[config.mk]
export PLATFORM = sky130hd
export DESIGN_NAME = pipeline_ctrl
export DESIGN_NICKNAME = d
export VERILOG_FILES = /design/src/rtl/pipeline_pkg.sv /design/src/rtl/run_ctrl_fsm.sv /design/src/rtl/pipeline_ctrl.sv
export SDC_FILE = /design/constraint.sdc
export NUM_CORES = 1
export LEC_CHECK = 0
export ABC_AREA = 1
export BUFFER_PORTS_ARGS = -buffer_cell sky130_fd_sc_hd__buf_2
export CAP_MARGIN = 20
export CORE_UTILIZATION = 45
export DETAILED_ROUTE_END_ITERATION = 7
export GPL_ROUTABILITY_DRIVEN = 0
export PLACE_DENSITY = 0.8
export SETUP_SLACK_MARGIN = 0.1
export SLEW_MARGIN = 20
export SYNTH_ARGS = -nofsm -noshare
export SYNTH_HDL_FRONTEND = slang
export SYNTH_SLANG_ARGS = --single-unit
[constraint.sdc]
create_clock -name clk -period 2.85 [get_ports clk]
set_clock_uncertainty 0.15 [all_clocks]
set_input_delay 0.285 -clock clk [delete_from_list [all_inputs] [get_ports clk]]
set_output_delay 0.285 -clock clk [all_outputs]
set_load 0.02 [all_outputs]
[src/rtl/pipeline_pkg.sv]
// pipeline_pkg -- shared definitions for the pipeline hazard / run-control block.
//   run_state_t : run-control FSM states; the encoding is visible on run_state.
//   FWD_*       : forwarding-mux select codes driven on fwd_a / fwd_b.
//   dst_match() : "a register write to dst is visible to a reader of src".
//                 Register 0 is hard-wired, so it never matches.
package pipeline_pkg;

    typedef enum logic [1:0] {
        RUN    = 2'b00,
        DRAIN  = 2'b01,
        HALTED = 2'b10,
        STEP   = 2'b11
    } run_state_t;

    localparam logic [1:0] FWD_RF    = 2'b00;
    localparam logic [1:0] FWD_MEMWB = 2'b01;
    localparam logic [1:0] FWD_EXMEM = 2'b10;

    function automatic logic dst_match(input logic       wr,
                                       input logic [4:0] dst,
                                       input logic [4:0] src);
        return wr && (dst != 5'd0) && (dst == src);
    endfunction

endpackage

[src/rtl/run_ctrl_fsm.sv]
// run_ctrl_fsm -- debug run-control for the pipeline.
//   RUN    : normal fetch; halt_req starts a drain.
//   DRAIN  : fetch stopped and IF/ID flushed for DRAIN_CYC cycles so the
//            ID/EX/MEM/WB stages empty, then HALTED.
//   HALTED : fetch stopped; run_req resumes, step_req fetches one instruction
//            (run_req wins when both arrive together).
//   STEP   : exactly one fetch cycle, then drain again.
// Ports:
//   clk, rst_n                   clock, asynchronous active-low reset
//   halt_req, step_req, run_req  run-control pulses
//   state                        current state (encoding from pipeline_pkg)
//   fetch_en                     1 when PC / IF-ID may advance (RUN, STEP)
//   drain_flush                  1 while draining (IF/ID must be flushed)
module run_ctrl_fsm
    import pipeline_pkg::*;
#(
    parameter int DRAIN_CYC = 4
) (
    input  logic       clk,
    input  logic       rst_n,
    input  logic       halt_req,
    input  logic       step_req,
    input  logic       run_req,
    output run_state_t state,
    output logic       fetch_en,
    output logic       drain_flush
);

    localparam int CW = (DRAIN_CYC > 1) ? $clog2(DRAIN_CYC) : 1;
    localparam logic [CW-1:0] DRAIN_LAST = CW'(DRAIN_CYC - 1);

    logic [CW-1:0] drain_cnt_reg;

    // Outputs are registered alongside the state so that they are glitch-free
    // and already correct in the first cycle of each state.
    always_ff @(posedge clk or negedge rst_n) begin
        if (!rst_n) begin
            state         <= RUN;
            drain_cnt_reg <= '0;
            fetch_en      <= 1'b1;
            drain_flush   <= 1'b0;
        end else begin
            case (state)
                RUN: begin
                    if (halt_req) begin
                        state         <= DRAIN;
                        drain_cnt_reg <= DRAIN_LAST;
                        fetch_en      <= 1'b0;
                        drain_flush   <= 1'b1;
                    end
                end
                DRAIN: begin
                    if (drain_cnt_reg == '0) begin
                        state       <= HALTED;
                        drain_flush <= 1'b0;
                    end else begin
                        drain_cnt_reg <= drain_cnt_reg - 1'b1;
                    end
                end
                HALTED: begin
                    if (run_req) begin
                        state    <= RUN;
                        fetch_en <= 1'b1;
                    end else if (step_req) begin
                        state    <= STEP;
                        fetch_en <= 1'b1;
                    end
                end
                STEP: begin
                    state         <= DRAIN;
                    drain_cnt_reg <= DRAIN_LAST;
                    fetch_en      <= 1'b0;
                    drain_flush   <= 1'b1;
                end
                default: begin
                    state       <= RUN;
                    fetch_en    <= 1'b1;
                    drain_flush <= 1'b0;
                end
            endcase
        end
    end

endmodule

[src/rtl/pipeline_ctrl.sv]
// pipeline_ctrl -- hazard detection, flush, forwarding and run control for a
// classic 5-stage MIPS pipeline.
// Build option: PIPELINE_CTRL_FWD_EN
//   defined   : EX/MEM and MEM/WB forwarding; only load-use stalls.
//   undefined : no forwarding (fwd_a/fwd_b stay 00); any pending write to a
//               source register in ID/EX or EX/MEM stalls until it clears.
// Ports:
//   id_rs, id_rt, id_uses_rt           sources of the instruction in IF/ID
//   idex_memread/regwrite/dst          instruction in ID/EX
//   exmem_regwrite/dst, memwb_*        writers in EX/MEM and MEM/WB
//   pcsrc (taken branch in MEM), jump (jump in ID)
//   halt_req, step_req, run_req        debug run control
//   pc_write, ifid_write               PC / IF-ID enables
//   ifid_flush, idex_flush, exmem_flush
//   fwd_a, fwd_b                       ALU operand select (00 RF, 01 MEM/WB, 10 EX/MEM)
//   run_state, stall_cnt, flush_cnt    status and saturating statistics
module pipeline_ctrl
    import pipeline_pkg::*;
#(
    parameter int CNT_W     = 16,
    parameter int DRAIN_CYC = 4
) (
    input  logic             clk,
    input  logic             rst_n,
    input  logic [4:0]       id_rs,
    input  logic [4:0]       id_rt,
    input  logic             id_uses_rt,
    input  logic             idex_memread,
    input  logic             idex_regwrite,
    input  logic [4:0]       idex_dst,
    input  logic             exmem_regwrite,
    input  logic [4:0]       exmem_dst,
    input  logic             memwb_regwrite,
    input  logic [4:0]       memwb_dst,
    input  logic             pcsrc,
    input  logic             jump,
    input  logic             halt_req,
    input  logic             step_req,
    input  logic             run_req,
    output logic             pc_write,
    output logic             ifid_write,
    output logic             ifid_flush,
    output logic             idex_flush,
    output logic             exmem_flush,
    output logic [1:0]       fwd_a,
    output logic [1:0]       fwd_b,
    output logic [1:0]       run_state,
    output logic [CNT_W-1:0] stall_cnt,
    output logic [CNT_W-1:0] flush_cnt
);

    run_state_t fsm_state;
    logic       fetch_en;
    logic       drain_flush;

    run_ctrl_fsm #(.DRAIN_CYC(DRAIN_CYC)) u_run_ctrl (
        .clk         (clk),
        .rst_n       (rst_n),
        .halt_req    (halt_req),
        .step_req    (step_req),
        .run_req     (run_req),
        .state       (fsm_state),
        .fetch_en    (fetch_en),
        .drain_flush (drain_flush)
    );

    assign run_state = fsm_state;

    logic live;          // hazard / flush logic is active
    logic lu_done_reg;   // a load-use stall was taken last cycle
    logic load_use;
    logic raw_hazard;
    logic hazard;
    logic branch;
    logic jmp;
    logic stall;
    logic unused_ok;

    // Gating with rst_n makes the combinational outputs take their reset
    // values as soon as reset asserts. A halted pipeline is empty, so hazard
    // and flush requests are ignored there (which also keeps the counters still).
    assign live = rst_n && (fsm_state != HALTED);

    always_comb begin
        // One-shot: the stall inserts a bubble into ID/EX, so the same load
        // never needs a second stall cycle.
        load_use = idex_memread && !lu_done_reg &&
                   (dst_match(1'b1, idex_dst, id_rs) ||
                    (id_uses_rt && dst_match(1'b1, idex_dst, id_rt)));
`ifdef PIPELINE_CTRL_FWD_EN
        raw_hazard = 1'b0;
`else
        // Without forwarding every in-flight writer of a source must retire
        // first. MEM/WB is excluded: the register file writes before it reads.
        raw_hazard = (dst_match(idex_regwrite,  idex_dst,  id_rs) ||
                      (id_uses_rt && dst_match(idex_regwrite,  idex_dst,  id_rt))) ||
                     (dst_match(exmem_regwrite, exmem_dst, id_rs) ||
                      (id_uses_rt && dst_match(exmem_regwrite, exmem_dst, id_rt)));
`endif
        hazard = live && (load_use || raw_hazard);
        branch = live && pcsrc;
        jmp    = live && jump;
        // A taken branch discards the stalled instruction, so it wins.
        stall  = hazard && !branch;
    end

    assign pc_write    = fetch_en && !stall;
    assign ifid_write  = fetch_en && !stall;
    assign ifid_flush  = drain_flush || branch || jmp;
    assign idex_flush  = hazard || branch;
    assign exmem_flush = branch;

    always_ff @(posedge clk or negedge rst_n) begin
        if (!rst_n) begin
            lu_done_reg <= 1'b0;
            stall_cnt   <= '0;
            flush_cnt   <= '0;
        end else begin
            lu_done_reg <= live && load_use && !branch;
            if (stall && (stall_cnt != '1)) begin
                stall_cnt <= stall_cnt + 1'b1;
            end
            if ((branch || jmp) && (flush_cnt != '1)) begin
                flush_cnt <= flush_cnt + 1'b1;
            end
        end
    end

`ifdef PIPELINE_CTRL_FWD_EN
    logic [4:0] src_id  [2];
    logic [1:0] fwd_sel [2];

    assign src_id[0] = id_rs;
    assign src_id[1] = id_rt;

    for (genvar gi = 0; gi < 2; gi++) begin : g_fwd
        // Copy of the source register that travels with the instruction into
        // ID/EX; a bubble carries register 0, which never forwards.
        logic [4:0] src_ex_reg;

        always_ff @(posedge clk or negedge rst_n) begin
            if (!rst_n) begin
                src_ex_reg <= '0;
            end else begin
                src_ex_reg <= idex_flush ? 5'd0 : src_id[gi];
            end
        end

        // EX/MEM holds the younger result, so it has priority.
        assign fwd_sel[gi] = dst_match(exmem_regwrite, exmem_dst, src_ex_reg) ? FWD_EXMEM :
                             dst_match(memwb_regwrite, memwb_dst, src_ex_reg) ? FWD_MEMWB :
                             FWD_RF;
    end

    assign fwd_a     = fwd_sel[0];
    assign fwd_b     = fwd_sel[1];
    assign unused_ok = idex_regwrite;
`else
    assign fwd_a     = FWD_RF;
    assign fwd_b     = FWD_RF;
    assign unused_ok = ^{memwb_regwrite, memwb_dst};
`endif

endmodule

Word-level counts from Yosys, hierarchy flattened
Cells that the tools add are included.

Add/subtract/negate cells: 3. Multiply operators: 0. Divide/modulo/power cells: 0. $lt $le $gt $ge: 0. Equal/unequal tests: 14. Shift-type cells: 0. Mux-type cells: 15. Bitwise gates (word level): 0. Reductions and logical operators: 45.

Operators with widths (count): 16-bit by 1-bit adder with 16-bit output (second input constant) (2); 16-bit inequality test (second input constant) (2); 1-bit logical AND (23); 5-bit == test (4); 2-bit two-way mux (6); 3-bit AND reduction (4); 5-bit nonzero test (2); 1-bit logical OR (9); 2-bit case mux with 4 select lines (1); 2-bit inequality test (second input constant) (3); 1-bit case mux with 3 select lines (2); 2-bit case mux with 3 select lines (1); 3-bit nonzero test (2); 1-bit two-way mux (5); 2-bit == test (second input constant) (2); 2-bit zero test (2); 1-bit zero test (3); 3-bit inequality test (second input constant) (1); 2-bit by 1-bit == test with 1-bit output (second input constant) (1); 2-bit by 1-bit inequality test with 1-bit output (second input constant) (1); 2-bit by 1-bit subtractor with 2-bit output (second input constant) (1).

Register bits after elaboration: 39. Bits in latches: 0. Memory bits (writable): 0. Memory bits (read-only): 0. Input port bits: 37. Output and inout bits: 43. Memories: 0.

Longest topological paths before layout
Word-level depth: 11. Gate-level depth with buffers: 13. Depth with buffers taken out: 13.

Cells and area by module
Synthesis repeated with hierarchy kept, for this count alone.

Cell total of the unflattened synthesis: 419. Area, all modules: 2855.2 µm².

Modules (own cells, without submodules): pipeline_ctrl (instances 1, cells an instance 364, area an instance 2444.8 µm², seq. area each 825.8 µm²); run_ctrl_fsm (instances 1, cells an instance 55, area an instance 410.4 µm², seq. area each 151.4 µm²).

Worst setup path after synthesis
Ideal clock, no wire load.

Path type: flip-flop to output port. Start: register u_run_ctrl.state[0]. End: output pc_write. Arrival: 1.883 ns. Data required time: 2.415 ns. Path slack: 0.532 ns. Stages on the path, launching flop included: 9. Path buffers: 2. Cell sequence: dfrtp_1 -> inv_1 -> ha_1 -> inv_1 -> nand2_1 -> nor2_1 -> clkbuf_1 -> a21oi_1 -> buf_4.

Cells in the longest elaborated chain, start to end: 7. Elaborated cells between the ends (all ways): 8. Classes of those cells: 1 x eq/ne; 7 x reduce/logical.

Ends and longest elaborated chain: start: declaration (RTL line run_ctrl_fsm.sv:24) `output run_state_t state,`; start signal: assignment (RTL line run_ctrl_fsm.sv:38) `state <= RUN;`; start signal: assignment (RTL line run_ctrl_fsm.sv:46) `state <= DRAIN;`; start signal: assignment (RTL line run_ctrl_fsm.sv:54) `state <= HALTED;`; 2-bit inequality test * (RTL line pipeline_ctrl.sv:82) `assign live = rst_n && (fsm_state != HALTED);`; 1-bit logical AND * (RTL line pipeline_ctrl.sv:82); 1-bit logical AND (RTL line pipeline_ctrl.sv:101) `branch = live && pcsrc;`; 1-bit zero test (RTL line pipeline_ctrl.sv:104) `stall = hazard && !branch;`; 1-bit logical AND * (RTL line pipeline_ctrl.sv:104); 1-bit zero test *; 1-bit logical AND *; end: declaration (RTL line pipeline_ctrl.sv:40) `output logic pc_write,`.

Mark *: on every way between the ends. The rest lies on a longest branch, timed or not.

Worst setup path in the final report
Start: register u_run_ctrl.state[0]. End: register flush_cnt[13].

Cells in the longest elaborated chain, start to end: 5. Elaborated cells between the ends (all ways): 6. Classes of those cells: 1 x eq/ne; 5 x reduce/logical.

Ends and longest elaborated chain: 2-bit inequality test * (RTL line pipeline_ctrl.sv:82); 1-bit logical AND * (RTL line pipeline_ctrl.sv:82); 1-bit logical AND, on equally long branches (RTL line pipeline_ctrl.sv:101, pipeline_ctrl.sv:102); 1-bit logical OR * (RTL line pipeline_ctrl.sv:123) `if ((branch || jmp) && (flush_cnt != '1)) begin`; 1-bit logical AND * (RTL line pipeline_ctrl.sv:123); end signal: assignment (RTL line pipeline_ctrl.sv:124) `flush_cnt <= flush_cnt + 1'b1;`; end: declaration (RTL line pipeline_ctrl.sv:49) `output logic [CNT_W-1:0] flush_cnt`.

Marked as above. A chain may end at the register's enable or synchronous reset.

==> results.txt <==
Following the worst setup path forward leads to its endpoint at flush_cnt[13]. The number of iterations in the first detailed-routing pass came out at 8. The slack of the worst reg-to-reg path came out at 570 ps.

The number of violations of the max-capacitance limit is 0. The number of clock buffers added by TritonCTS is 5. The number of buffers added for setup after CTS is 0. The worst setup path is launched from a register.

The total chip power is 2.10 mW. The met2 layer usage reported by global route is 36.0%. The run finished, with violations left. The number of slew-limit violations in the final report is 0.

The signal on the critical path passes through inv_1 -> ha_1 -> inv_1 -> nand2_1 -> inv_2 -> o21ai_1 -> inv_1 -> nand2_2 -> nor3_4 -> nand2_1 -> o21ai_0 -> nand2_1. For the worst setup path, the data arrival time is 2310 ps. The minimum clock period after layout is 2280 ps.

The clock transition at the register clock pins on the worst setup and hold paths after CTS is 80 ps. The critical path launch point is u_run_ctrl.state[0]. Along the worst path, the maximum fanout reaches 8. TritonCTS built the clock tree. The slew of the pin with the lowest slew margin came out at 505 ps. The required time reported for the critical path endpoint is 2880 ps.

The final global-route overflow total is 0. In the final layout, the registers with the most flip-flops are flush_cnt: 16 flops, stall_cnt: 16 flops. The synthesized netlist occupies a cell area of 0.00276 mm². The critical path is of the register to register type. The multi-input combinational cells in the finished layout cover a total of 0.00145 mm². The startpoint identified for the worst register-to-register timing path is u_run_ctrl.state[0].

The fraction of layout cells with a size suffix above 1 is 21.6%. The met1 capacity usage during global routing came out at 26.8%. The number of nets in the finished design came out at 518. The number of cells on the worst reg-to-reg path is 12. The share of synthesized area occupied by flip-flops and latches came out at 35.4%. The number of non-filler instances in the completed layout is 551. The routed wire length per instance is 11.6 µm. The layer with the highest usage is met2.

The count of unresolved DRC violations after routing came out at 1. The worst setup path is captured at a register. 80 I/O pins were placed. The number of port buffers came out at 69. Using the TritonRoute via totals, the vias-per-cell ratio works out to 4.87.

The global-route usage over all layers is 21.3%. Cells fill 55.5% of the core in the end. The final clock period utilization by the worst path came out at 80.0%.

The peak supply drop came out at 0.460 mV. After floorplanning, the core was divided into 28 placement rows. The final total negative setup slack is 0 ps. The instance area at placement came out at 0.00316 mm². The final design area excluding fillers is 0.00328 mm². The worst-case headroom to the max-slew limit came out at 66.3%. The register bit count reported by yosys came out at 39. The maximum clock insertion buffer count is 2.

The number of antenna violations at the first check in global routing is 0. For met3 alone, demand over resource in global routing was 4.89%. The x dimension of the die came out at 80.3 µm.

The post-synthesis cell count is 401. The final hold violation count came out at 0. The iteration-0 DRC count of the detailed router is 121. The area growth from synthesis to layout is 19.0%.

Each instance of the synthesized netlist takes up on average 6.88 µm². The initial core utilization came out at 46.6%. The clock latency reported for the late side of the worst-skew pair is 290 ps. The die covers 0.00645 mm². The total of fill cells in the finished design came out at 580. The biggest cell delay along the critical path came out at 380 ps. The via total after detailed routing came out at 2684.

The power density over the cells came out at 639 mW/mm². The HPWL reported at the end of detailed placement came out at 4960 µm. In this run the critical register-to-register path is captured at flush_cnt[13]. The global-route wire length before repair is 10800 µm. For this block, the routed nets add up to 6380 µm of wire. Setup repair after global routing left no endpoint under its margin.

The classification of the worst-slack hold path is input port to register. The final reports fail on design-rule violations. The vertical die dimension came out at 80.3 µm. Among all stages on the critical path, the largest delay is contributed by sky130_fd_sc_hd__dfrtp_1. The leakage dissipation came out at 1.90 nW. The number of diodes added for antenna fixing came out at 0. The count of warnings emitted by yosys came out at 0. The maximum clock rate is 438 MHz. The count of clock tree sinks is 39. The number of nets with antenna violations after detailed routing came out at 0. The H-tree was split into 2 levels. The number of global-route vias before repair is 2551. Once the clock tree was built, the resizer swapped 0 gates to a different size.

In this run, distinct cell masters in the synthesized netlist total 35. The register area came out at 977 µm². The clock root buffer master is sky130_fd_sc_hd__clkbuf_8. The maximum number of pins on one net before global-route repair came out at 40. The count of final setup violators is 0. The floorplan step defined a core boundary enclosing 0.00592 mm². Once placement completed, the tool counted placed cells totaling 542.
[synth_stat cells, drive strengths merged]
library cell  instances  area [µm²]
nor3                  9        61.3
nand4                16         121
xnor2                10        87.6
and3b                 1        8.76
xor2                 12         105
inv                  73         274
dfrtp                38         951
ha                    6        75.1
conb                  1        3.75
o21ai                10        57.6
nand2               136         531
nand3b                2        15.0
a31oi                 2        12.5
nor4                  2        12.5
a22oi                 1        7.51
a21oi                 3        15.0
clkbuf                1        3.75
dfstp                 1        26.3
o22ai                 1        6.26
buf                   7        65.1
nor2                 49         209
nand3                20         110
[cells in the final DEF (no fill, tap or decap)]
cell type,count
sky130_fd_sc_hd__nor3_1,7
sky130_fd_sc_hd__ha_1,6
sky130_fd_sc_hd__nand2_2,5
sky130_fd_sc_hd__o22ai_1,1
sky130_fd_sc_hd__nor2_4,2
sky130_fd_sc_hd__buf_2,69
sky130_fd_sc_hd__nor3_2,1
sky130_fd_sc_hd__nand3_2,2
sky130_fd_sc_hd__buf_4,2
sky130_fd_sc_hd__clkinv_2,1
sky130_fd_sc_hd__a21oi_1,3
sky130_fd_sc_hd__nand3b_1,2
sky130_fd_sc_hd__bufinv_16,1
sky130_fd_sc_hd__nand4_4,1
sky130_fd_sc_hd__clkbuf_8,6
sky130_fd_sc_hd__xnor2_1,10
sky130_fd_sc_hd__nand2_1,130
sky130_fd_sc_hd__nor2_1,43
sky130_fd_sc_hd__xor2_1,12
sky130_fd_sc_hd__o21ai_0,7
sky130_fd_sc_hd__nor2_2,4
sky130_fd_sc_hd__dlygate4sd3_1,1
sky130_fd_sc_hd__a31oi_1,2
sky130_fd_sc_hd__o21ai_1,1
sky130_fd_sc_hd__inv_1,70
sky130_fd_sc_hd__nand4_1,14
sky130_fd_sc_hd__and3b_1,1
sky130_fd_sc_hd__nand3_1,18
sky130_fd_sc_hd__dfrtp_1,38
sky130_fd_sc_hd__dfstp_2,1
sky130_fd_sc_hd__inv_2,3
sky130_fd_sc_hd__o21ai_2,2
sky130_fd_sc_hd__a22oi_1,1
sky130_fd_sc_hd__conb_1,4
sky130_fd_sc_hd__nor4_1,2
sky130_fd_sc_hd__nand2_4,1
sky130_fd_sc_hd__nand4_2,1
sky130_fd_sc_hd__nor3_4,1
[report_power, final]
group / total, mW / internal [mW] / switching (mW) / leakage [nW]
Clock: 0.487 / 0.283 / 0.203 / 0.0612
Combinational: 0.820 / 0.292 / 0.527 / 1.33
Sequential: 0.791 / 0.670 / 0.120 / 0.507
[per-layer routing]
metal	share of wire, %	vias to the layer above	routed length [µm]
met2	48	69	3050
li1	-	1365	-
met5	0	-	0
met1	47	1242	2980
met4	0.86	0	55
met3	4.5	8	287
[cell type report]
cell class	instances	share of cell area, %
multi-input combinational	284	44.2
sequential	39	29.8
clock inverter	2	1.07
clock buffer	6	2.52
timing repair buffer	72	11.3
inverter	73	8.35
tap	75	2.86
[per-stage QoR]
stage          hold WS [ps]  setup WS, ps
2_1_floorplan          -161           532
3_3_place_gp            277           703
3_5_place_dp            280           569
4_1_cts                 187           563
5_1_grt                 233           336
6_report                185           569
[kinds of logic (layout without fill, tap and decap cells)]
group                      after synthesis  after routing  share of synthesized area, %
xor gates and xnor gates                22             22                          6.98
other                                    1              4                         0.136
and+or+nand+nor                        235            235                          38.7
AOI/OAI and AO/OA                       17             17                          3.58
DFF                                     39             39                          35.4
adders and majority gates                6              6                          2.72
buffers and inverters                   81            153                          12.4
[worst min-delay path by stage]
stage / slack [ps] / depth (start not counted) / start / to
final: 180 / 4 / run_req / u_run_ctrl.state[1]
after global routing: 230 / 4 / run_req / u_run_ctrl.state[0]
after CTS: 190 / 4 / run_req / u_run_ctrl.state[1]
after detailed placement: 280 / 2 / rst_n / stall_cnt[7]
after global placement: 280 / 2 / rst_n / stall_cnt[7]
after floorplan: -160 / 0 / rst_n / flush_cnt[0]
[repair_timing]
item                                    4_1_cts  5_1_grt
endpoints found under the setup margin        0        0
hold endpoints to repair                     38        0
hold buffers                                  1        0
[worst max-delay path, delay by kind of cell, from the launching register on]
family / cells / cell delay, ps
buffers and inverters: 4 / 370
adders and majority gates: 1 / 250
DFF: 1 / 380
AOI/OAI and AO/OA: 2 / 300
and+or+nand+nor: 5 / 700
(Power assumes the default switching activity.)
